File: config.mk
export PLATFORM = sky130hd
export DESIGN_NAME = io_out_arb
export DESIGN_NICKNAME = d
export VERILOG_FILES = /design/src/rtl/io_out_arb.sv
export SDC_FILE = /design/constraint.sdc
export NUM_CORES = 1
export LEC_CHECK = 0
export CORE_MARGIN = 4
export CORE_UTILIZATION = 55
export CTS_CLUSTER_SIZE = 16
export DETAILED_ROUTE_END_ITERATION = 8
export PLACE_DENSITY_LB_ADDON = 0.3
export SLEW_MARGIN = 10
export SYNTH_ARGS = -nofsm -noshare
export SYNTH_HDL_FRONTEND = slang
export SYNTH_SLANG_ARGS = --single-unit
File: constraint.sdc
create_clock -name clk -period 2.6 [get_ports clk]
set_input_delay 0.78 -clock clk [delete_from_list [all_inputs] [get_ports clk]]
set_output_delay 0.78 -clock clk [all_outputs]
set_load 0.005 [all_outputs]
File: src/rtl/io_out_arb.sv
// io_out_arb: two requesters arbitrated into a word FIFO that drains through a 4-phase req/ack handshake.
// Optional handshake timeout (sticky err, word dropped) is compiled in when IO_OUT_TIMEOUT_EN is defined.
module io_out_arb #(
  parameter int WORD_SIZE      = 8,
  parameter int FIFO_DEPTH     = 4,
  parameter int TIMEOUT_CYCLES = 255
) (
  input  logic                 clk,
  input  logic                 rst_n,
  input  logic                 wr0_valid,
  input  logic [WORD_SIZE-1:0] wr0_data,
  output logic                 wr0_ready,
  input  logic                 wr1_valid,
  input  logic [WORD_SIZE-1:0] wr1_data,
  output logic                 wr1_ready,
  output logic                 out_req,
  input  logic                 out_ack,
  output logic [WORD_SIZE-1:0] out_data,
  output logic                 busy,
  output logic                 err
);

  typedef enum logic [1:0] {
    ST_IDLE = 2'd0,
    ST_REQ  = 2'd1,
    ST_REL  = 2'd2
  } state_t;

  localparam int PW = $clog2(FIFO_DEPTH);
  localparam int CW = $clog2(FIFO_DEPTH + 1);
  localparam logic [CW-1:0] DEPTH_C = CW'(FIFO_DEPTH);

  if (FIFO_DEPTH < 2 || (FIFO_DEPTH & (FIFO_DEPTH - 1)) != 0 || TIMEOUT_CYCLES < 1) begin : g_param_check
    $error("io_out_arb: FIFO_DEPTH must be a power of two >= 2 and TIMEOUT_CYCLES >= 1");
  end

  logic [WORD_SIZE-1:0] mem_r [FIFO_DEPTH];
  logic [PW-1:0]        wptr_r;
  logic [PW-1:0]        rptr_r;
  logic [CW-1:0]        count_r;
  logic                 last_grant_r;
  state_t               state_r;
  state_t               state_nx_s;
  logic [WORD_SIZE-1:0] out_data_r;
  logic                 out_req_r;
  logic                 full_s;
  logic                 rdy0_s;
  logic                 rdy1_s;
  logic                 push_s;
  logic                 pop_s;
  logic                 timeout_hit_s;
  logic [WORD_SIZE-1:0] push_data_s;

  assign full_s = (count_r == DEPTH_C);

  // Arbitration: a tie goes to the requester that was not granted last.
  always_comb begin
    rdy0_s = 1'b0;
    rdy1_s = 1'b0;
    if (!rst_n || full_s) begin
      rdy0_s = 1'b0;
      rdy1_s = 1'b0;
    end else if (wr0_valid && wr1_valid) begin
      rdy0_s = last_grant_r;
      rdy1_s = !last_grant_r;
    end else begin
      rdy0_s = wr0_valid;
      rdy1_s = wr1_valid;
    end
  end

  // Push selection: at most one requester can be ready at a time.
  always_comb begin
    push_s      = (wr0_valid && rdy0_s) || (wr1_valid && rdy1_s);
    push_data_s = {WORD_SIZE{1'b0}};
    if (wr1_valid && rdy1_s) begin
      push_data_s = wr1_data;
    end else begin
      push_data_s = wr0_data;
    end
  end

  // FIFO storage, pointers, occupancy and grant history.
  always_ff @(posedge clk or negedge rst_n) begin
    if (!rst_n) begin
      for (int i = 0; i < FIFO_DEPTH; i++) begin
        mem_r[i] <= {WORD_SIZE{1'b0}};
      end
      wptr_r       <= {PW{1'b0}};
      rptr_r       <= {PW{1'b0}};
      count_r      <= {CW{1'b0}};
      last_grant_r <= 1'b1;
    end else begin
      if (push_s) begin
        mem_r[wptr_r] <= push_data_s;
        wptr_r        <= wptr_r + PW'(1'b1);
        last_grant_r  <= wr1_valid && rdy1_s;
      end
      if (pop_s) begin
        rptr_r <= rptr_r + PW'(1'b1);
      end
      case ({push_s, pop_s})
        2'b10:   count_r <= count_r + CW'(1'b1);
        2'b01:   count_r <= count_r - CW'(1'b1);
        default: count_r <= count_r;
      endcase
    end
  end

  // Handshake next-state: ack is honoured before any timeout in the same cycle.
  always_comb begin
    state_nx_s = state_r;
    pop_s      = 1'b0;
    case (state_r)
      ST_IDLE: begin
        if (count_r != {CW{1'b0}}) begin
          pop_s      = 1'b1;
          state_nx_s = ST_REQ;
        end else begin
          state_nx_s = ST_IDLE;
        end
      end
      ST_REQ: begin
        if (out_ack) begin
          state_nx_s = ST_REL;
        end else if (timeout_hit_s) begin
          state_nx_s = ST_IDLE;
        end else begin
          state_nx_s = ST_REQ;
        end
      end
      ST_REL: begin
        if (!out_ack) begin
          state_nx_s = ST_IDLE;
        end else if (timeout_hit_s) begin
          state_nx_s = ST_IDLE;
        end else begin
          state_nx_s = ST_REL;
        end
      end
      default: begin
        state_nx_s = ST_IDLE;
      end
    endcase
  end

  // Handshake state, registered request and the word held for the device.
  always_ff @(posedge clk or negedge rst_n) begin
    if (!rst_n) begin
      state_r    <= ST_IDLE;
      out_req_r  <= 1'b0;
      out_data_r <= {WORD_SIZE{1'b0}};
    end else begin
      state_r   <= state_nx_s;
      out_req_r <= (state_nx_s == ST_REQ);
      if (pop_s) begin
        out_data_r <= mem_r[rptr_r];
      end
    end
  end

`ifdef IO_OUT_TIMEOUT_EN
  localparam int TW = $clog2(TIMEOUT_CYCLES + 1);
  localparam logic [TW-1:0] TO_LAST_C = TW'(TIMEOUT_CYCLES - 1);

  logic [TW-1:0] phase_cnt_r;
  logic          err_r;

  // Phase dwell counter: restarts on every state change, counts time spent in REQ or REL.
  always_ff @(posedge clk or negedge rst_n) begin
    if (!rst_n) begin
      phase_cnt_r <= {TW{1'b0}};
    end else if (state_r == ST_IDLE || state_nx_s != state_r) begin
      phase_cnt_r <= {TW{1'b0}};
    end else begin
      phase_cnt_r <= phase_cnt_r + TW'(1'b1);
    end
  end

  assign timeout_hit_s = (state_r != ST_IDLE) && (phase_cnt_r == TO_LAST_C);

  // Sticky error: set only when the phase expires without the expected ack level.
  always_ff @(posedge clk or negedge rst_n) begin
    if (!rst_n) begin
      err_r <= 1'b0;
    end else if (timeout_hit_s && ((state_r == ST_REQ && !out_ack) || (state_r == ST_REL && out_ack))) begin
      err_r <= 1'b1;
    end else begin
      err_r <= err_r;
    end
  end

  assign err = err_r;
`else
  assign timeout_hit_s = 1'b0;
  assign err           = 1'b0;
`endif

  assign wr0_ready = rdy0_s;
  assign wr1_ready = rdy1_s;
  assign out_req   = out_req_r;
  assign out_data  = out_data_r;
  assign busy      = (count_r != {CW{1'b0}}) || (state_r != ST_IDLE);

endmodule

# Yosys cells after proc, flatten, opt, wreduce, memory -nomap -nowiden
# Cells that the tools add are included.
[classes]
mux = 18
order_cmp = 3
bitwise_logic = 2
eq_ne = 6
addsub = 4
reduce_logical = 13
[ops]
columns = ["cell", "count"]
rows = [
  ["$bwmux 32", 1],
  ["$mux 8", 4],
  ["$bmux 8 s2", 1],
  ["$demux 8 s2", 1],
  ["$mux 1", 7],
  ["$eq 2x1->1 const B", 3],
  ["$ge 3x3->1 const B", 2],
  ["$not 2->3", 2],
  ["$pmux 2 s3", 1],
  ["$pmux 3 s2", 1],
  ["$add 2x1->2 const B", 2],
  ["$eq 2x2->1 const B", 2],
  ["$logic_and 1x1->1", 4],
  ["$mux 2", 2],
  ["$reduce_bool 2->1", 2],
  ["$add 3x1->3 const B", 1],
  ["$eq 3x3->1 const B", 1],
  ["$logic_or 1x1->1", 3],
  ["$lt 3x1->1 const B", 1],
  ["$reduce_bool 3->1", 1],
  ["$sub 3x1->3 const B", 1],
  ["$logic_not 1->1", 2],
  ["$logic_not 2->1", 1],
]
[word_totals]
register_bits = 51
output_inout_bits = 13
input_bits = 21
elab_cells = 57

# Logic depth before layout (Yosys ltp)
# Gate-level depths: netlist of the first run.
[depth]
word_depth = 7
mapped_depth = 10
mapped_depth_nobuf = 9

# Worst setup path after synthesis of the first run
# OpenSTA, ideal clock, no wires.
[synth_path]
path_type = "input-to-reg"
from = "input wr1_valid"
to = "register count_r[2]"
setup_time_ns = 0.079
t_arrival_ns = 2.333
path_stages = 9
required_time_ns = 2.521
path_slack_ns = 0.188
path_buffers = 1
path_cell_list = "or2_2 -> buf_2 -> nand3_1 -> ha_1 -> inv_1 -> fa_1 -> xor2_1 -> nor2_1 -> xor2_1"
[synth_between]
elab_chain_cells = 7
word_cells_on_any_way = 12
classes_between = "eq/ne: 2; mux: 5; reduce/logical: 5"
[synth_lines]
columns = ["item", "line", "text"]
rows = [
  ["start, declared", "13", "input logic wr1_valid,"],
  ["$logic_and 1x1->1", "63", "end else if (wr0_valid && wr1_valid) begin"],
  ["$mux 1", "63", ""],
  ["$mux 1", "60", "if (!rst_n || full_s) begin"],
  ["$logic_and 1x1->1", "74", "push_s = (wr0_valid && rdy0_s) || (wr1_valid && rdy1_s);"],
  ["$logic_or 1x1->1 *", "74", ""],
  ["$eq 2x1->1 or $eq 2x2->1 (tied branches)", "102", "case ({push_s, pop_s})"],
  ["$pmux 3 s2 or $reduce_bool 2->1 (tied branches)", "n/a", ""],
  ["end signal, assigned", "103", "2'b10: count_r <= count_r + CW'(1'b1);"],
  ["end signal, assigned", "104", "2'b01: count_r <= count_r - CW'(1'b1);"],
  ["end signal, assigned", "105", "default: count_r <= count_r;"],
  ["end, declared", "40", "logic [CW-1:0] count_r;"],
]
# Mark *: on every way between the ends. The rest lies on a longest branch, timed or not.
# A chain may end at the register's enable or synchronous reset.

# Final worst setup path of the first run
[layout_path]
from = "register count_r[1]"
to = "output busy"
[layout_between]
elab_chain_cells = 2
[layout_lines]
columns = ["item", "line", "text"]
rows = [
  ["start signal, assigned", "91", "count_r <= {CW{1'b0}};"],
  ["start signal, assigned", "103", ""],
  ["start signal, assigned", "104", ""],
  ["$reduce_bool 3->1", "203", "assign busy = (count_r != {CW{1'b0}}) || (state_r != ST_IDLE);"],
  ["$logic_or 1x1->1", "203", ""],
  ["end, declared", "19", "output logic busy,"],
]
# Every way passes these cells.

==> results.toml, run 1 <==
[critical_path]
critical_path_class = "register to primary output"
crit_path_end_kind = "primary output"
path_max_fanout = 4
critPathLaunchType = "register"
ff2ff_path_depth = 8
timing.rr.end = "count_r[2]$_DFFE_PN0P_"
arrival_ns = 1.75
r2r_start = "count_r[1]$_DFFE_PN0P_"
worstPathRequired_ns = 1.82
r2r_slack_ns = 0.55

[routing]
drcViolationCount = 0
dr.pass1.iters = 4
ant_nets = 0
wl_per_cell_um = 19.61
via_per_inst = 6.502
wl_um = 6254
drtIter0Drc = 263
vias = 2074

[floorplanning]
start_util_pct = 56.42
die_area_sq_mm = 0.006023
core-area_sq_mm = 0.004723
rows = 25
die_h_um = 77.61
boundaryPins = 34
die_w_um = 77.61

[min_path]
hp-class = "input port to asynchronous set/reset pin"

[timing]
clock.fmax_mhz = 394.7
finalCritPeriodShare_pct = 97.44
setup_viol_count_final = 0
final_hold_viol_count = 0
whs_ns = 0.4869
min_period_ns = 2.534
rsz0062_at_grt = "false"
slew_headroom_pct = 55.04
maxSlewViolCount = 0
skew_ns = 0.003545
worstMarginPinSlew_ns = 0.6743

[cells_and_area]
drive_gt1_share_pct = 22.62
utilization_pct = 66.99
num-nets-final = 278
final_cell_mix = "dfrtp_1, a41oi_1, a31oi_1"
synthToLayoutAreaGrowth_pct = 18.73
layout_commonest_cell = "dfrtp_1"
diodes = 0
final_area_sq_mm = 0.003164

[placed_design]
gp_congestion = 0.8368
place.port_buffers = 32
place_area_sq_mm = 0.003037
hpwlAfterDp_um = 4040

[synth]
synth-seq-cells = 51
yosysSeqAreaShare_pct = 47.93
synthesis.nets = 249
synth.distinct_cells = 37
synth.area.top_cells = "dfrtp_1, a41oi_1, a31oi_1"
synth_area_sq_mm = 0.002665
synth_warnings = 0
synthArstFlopShare_pct = 100.0
avgSynthCellArea_sq_um = 12.00
yosys.area.top_type = "dfrtp_1"
syn-instance-count = 222
synth_edf_count = 0
yosysTopAreaCellShare_pct = 46.95
synth-main-ff-cell = "dfrtp_1"

[clock_tree]
postCtsHoldBufs = 0
clock-root-buffer = "clkbuf_8"
htree_levels = 2
cts_num_sinks = 51
clockBufferDepth = 2
clk_latency_ns = 0.31
path_clk_slew_ns = 0.09
post_cts_buffers = 0
cts_made_buffers = 5
cts_tree = "built"

[pwr]
power_mw = 3.774
powerDensity_mw_per_mm2 = 1193
p_leak_nw = 1.213
ir_drop_v = 0.0006297

[global_routing]
grt_max_degree = 65
grt_usage_pct = 21.70
grt_antenna_before_repair = 0
gr-total-overflow = 0
grt_pass1_wl_um = 10170
grt_pass1_vias = 1995

[status]
outcome = "finished, final reports clean"

[flow_run]
drv_cap = 0
cells by family (layout without fill, tap and decap cells):
| group | after synthesis | after routing | synth area share (%) |
|---|---|---|---|
| AOI/OAI and AO/OA | 79 | 79 | 22.21 |
| DFF | 51 | 51 | 47.93 |
| buffers and inverters | 36 | 66 | 7.183 |
| and+or+nand+nor | 25 | 25 | 6.526 |
| muxes | 18 | 18 | 10.94 |
| adders and majority gates | 6 | 6 | 3.099 |
| xor gates and xnor gates | 6 | 6 | 1.972 |
| other | 1 | 1 | 0.1407 |
worst max path at each step:
stage,slack [ns],endpoint,startpoint
3_5_place_dp,-0.54,wr0_ready,wr0_valid
3_3_place_gp,-0.50,wr0_ready,wr0_valid
5_1_grt,0.02,busy,count_r[1]$_DFFE_PN0P_
6_report,0.07,busy,count_r[1]$_DFFE_PN0P_
2_1_floorplan,0.19,count_r[2]$_DFFE_PN0P_,wr1_valid
4_1_cts,0.01,busy,count_r[0]$_DFFE_PN0P_
per-stage QoR:
stage | setup slack, ns | TNS, ns | cells
global placement | -0.5017 | -1.195 | 311
global route | 0.01578 | 0 | 319
detailed placement | -0.5403 | -1.318 | 311
CTS | 0.01236 | 0 | 319
floorplan | 0.1878 | 0 | 222
finish | 0.06646 | 0 | 319
layout make-up:
type | instances | area, sq um
fillers | 340 | 1559
well taps | 67 | 83.83
multi-input cells | 135 | 1225
flip-flops and latches | 51 | 1279
repair buffers | 49 | 439.2
inverters | 9 | 37.54
clock buffers | 8 | 100.1
sequential cells by signal (all words and copies together), names as in the netlist:
| signal | count |
|---|---|
| out_req | 1 |
| out_data | 8 |
| count_r | 3 |
| rptr_r | 2 |
| last_grant_r | 1 |
| state_r | 2 |
| mem_r | 32 |
| wptr_r | 2 |
worst max-delay path, cell delays in order (launching register included):
cell and delay (ns):
dfrtp_1 0.43, or3_4 0.42, nand2b_1 0.15, clkdlybuf4s50_1 0.45
what timing repair did:
action	CTS	global route
setup endpoints to repair	2	2
hold endpoints to repair	0	0
resized for setup	12	4
pin swaps	2	1
cell usage after synthesis (all sizes together) (2+ instances only):
cell and instances:
xor2 2, o31ai 8, a21boi 2, inv 8, nor2 2, nand2b 3
dfrtp 50, xnor2 4, o21ai 2, nand3 2, nand4 8, buf 18
and4 4, mux4 8, ha 5, a31oi 32, clkbuf 9, mux2 9
a41oi 32
metal layers:
metal	GRT usage [%]	vias up	wire, um
li1	-	950	-
met1	30.03	1007	2499
met5	0	-	0
met3	5.568	15	596
met2	32.19	102	2991
met4	9.609	0	167
report_power, final:
group | total (mW) | switching [mW] | internal [mW]
registers | 1.53 | 0.312 | 1.21
logic | 1.75 | 0.792 | 0.956
clock network | 0.501 | 0.257 | 0.243
total | 3.77 | 1.36 | 2.41
(Power assumes the default switching activity.)
==> inputs of run 2 (changes only) <==
Settings changed: SKIP_CTS_REPAIR_TIMING set to 1.
==> results.toml, run 2 (synthesized netlist as in run 1, its figures left out) <==
[status]
outcome = "finished, final reports clean"

[cells_and_area]
final_area_sq_mm = 0.003193
layout_commonest_cell = "dfrtp_1"
drive_gt1_share_pct = 22.13
num-nets-final = 279
final_cell_mix = "dfrtp_1, a41oi_1, a31oi_1"
num-fill-cells = 333
largest_reg_flops = 32
top_register = "mem_r"
diodes = 0
synthToLayoutAreaGrowth_pct = 19.81

[clock_tree]
cts_tree = "built"
cts_made_buffers = 5
clockBufferDepth = 2
path_clk_slew_ns = 0.09
clock-root-buffer = "clkbuf_8"
cts_num_sinks = 51
htree_levels = 2
clk_latency_ns = 0.31

[routing]
dr.pass1.iters = 6
wl_per_cell_um = 19.50
via_per_inst = 6.600
wl_um = 6240
drcViolationCount = 0
vias = 2112
ant_nets = 0
drtIter0Drc = 199

[pwr]
p_leak_nw = 1.253
ir_drop_v = 0.0006208
power_mw = 3.784
powerDensity_mw_per_mm2 = 1185

[timing]
slew_headroom_pct = 54.97
finalCritPeriodShare_pct = 97.32
rsz0062_at_grt = "false"
maxSlewViolCount = 0
clock.fmax_mhz = 395.2
final_hold_viol_count = 0
whs_ns = 0.4685
worstMarginPinSlew_ns = 0.6754
setup_viol_count_final = 0
min_period_ns = 2.530
skew_ns = 0.005199

[global_routing]
grt_usage_pct = 21.60
grt_pass1_wl_um = 10120
grt_antenna_before_repair = 0
grt_pass1_vias = 1984
gr-total-overflow = 0
grt_max_degree = 65

[placed_design]
place.port_buffers = 32
gp_congestion = 0.8368
hpwlAfterDp_um = 4040
place_area_sq_mm = 0.003037

[critical_path]
critPathLaunchType = "register"
ff2ff_path_depth = 8
critical_path_class = "register to primary output"
arrival_ns = 1.75
r2r_slack_ns = 0.55
path_max_fanout = 4
r2r_start = "count_r[1]$_DFFE_PN0P_"
endpoint = "busy"
timing.rr.end = "count_r[2]$_DFFE_PN0P_"
worstSetupStartpoint = "count_r[1]$_DFFE_PN0P_"
worstPathRequired_ns = 1.82
crit_path_end_kind = "primary output"

[floorplanning]
rows = 25
start_util_pct = 56.42
boundaryPins = 34
die_area_sq_mm = 0.006023
die_h_um = 77.61
die_w_um = 77.61
core-area_sq_mm = 0.004723

[min_path]
hp-class = "input port to asynchronous set/reset pin"

[flow_run]
drv_cap = 0
[run 2: changes by cell type in the layout (fill, tap and decap cells not counted), sizes merged]
cell | before | now
clkinvlp | 1 | 0
clkbuf | 8 | 9
clkdlybuf4s15 | 1 | 0
clkinv | 0 | 1
dlymetal6s2s | 0 | 3
dlygate4sd2 | 2 | 0
[run 2: per-stage QoR]
step           setup TNS (ns)  utilization, %  setup WS (ns)  instances
2_1_floorplan               0               -         0.1878        222
3_3_place_gp           -1.195           64.29        -0.5017        311
3_5_place_dp           -1.318           64.29        -0.5403        311
4_1_cts                -1.009           66.41        -0.5565        319
5_1_grt                     0           67.60        0.01578        320
6_report                    0           67.60        0.06961        320
[run 2: cell type report]
cell class	count	area (sq um)	share of cell area [%]
Sequential cell	51	1279	40.05
Multi-Input combinational cell	135	1237	38.75
Timing Repair Buffer	50	459.2	14.38
Clock buffer	8	100.1	3.135
Tap cell	67	83.83	2.625
Inverter	9	33.78	1.058
[run 2: critical path: stages (launching register included)]
cell and delay (ns):
dfrtp_1 0.43, or3_4 0.42, nand2b_1 0.15, clkdlybuf4s50_1 0.45
[run 2: metal layers]
metal | wire (um) | GRT usage (%) | vias to the layer above
li1 | - | - | 955
met1 | 2564 | 30.11 | 1039
met2 | 2950 | 31.76 | 99
met3 | 529 | 5.568 | 19
met4 | 196 | 9.609 | 0
met5 | 0 | 0 | -
[run 2: how the worst min path moves through the flow]
stage	to
finish	mem_r[9]$_DFFE_PN0P_
floorplan	count_r[2]$_DFFE_PN0P_
CTS	mem_r[27]$_DFFE_PN0P_
global placement	count_r[2]$_DFFE_PN0P_
global route	mem_r[9]$_DFFE_PN0P_
detailed placement	count_r[2]$_DFFE_PN0P_
[run 2: report_power, final]
part	internal, mW	switching (mW)
Sequential	1.21	0.314
Combinational	0.964	0.793
Clock	0.243	0.256
Total	2.42	1.36
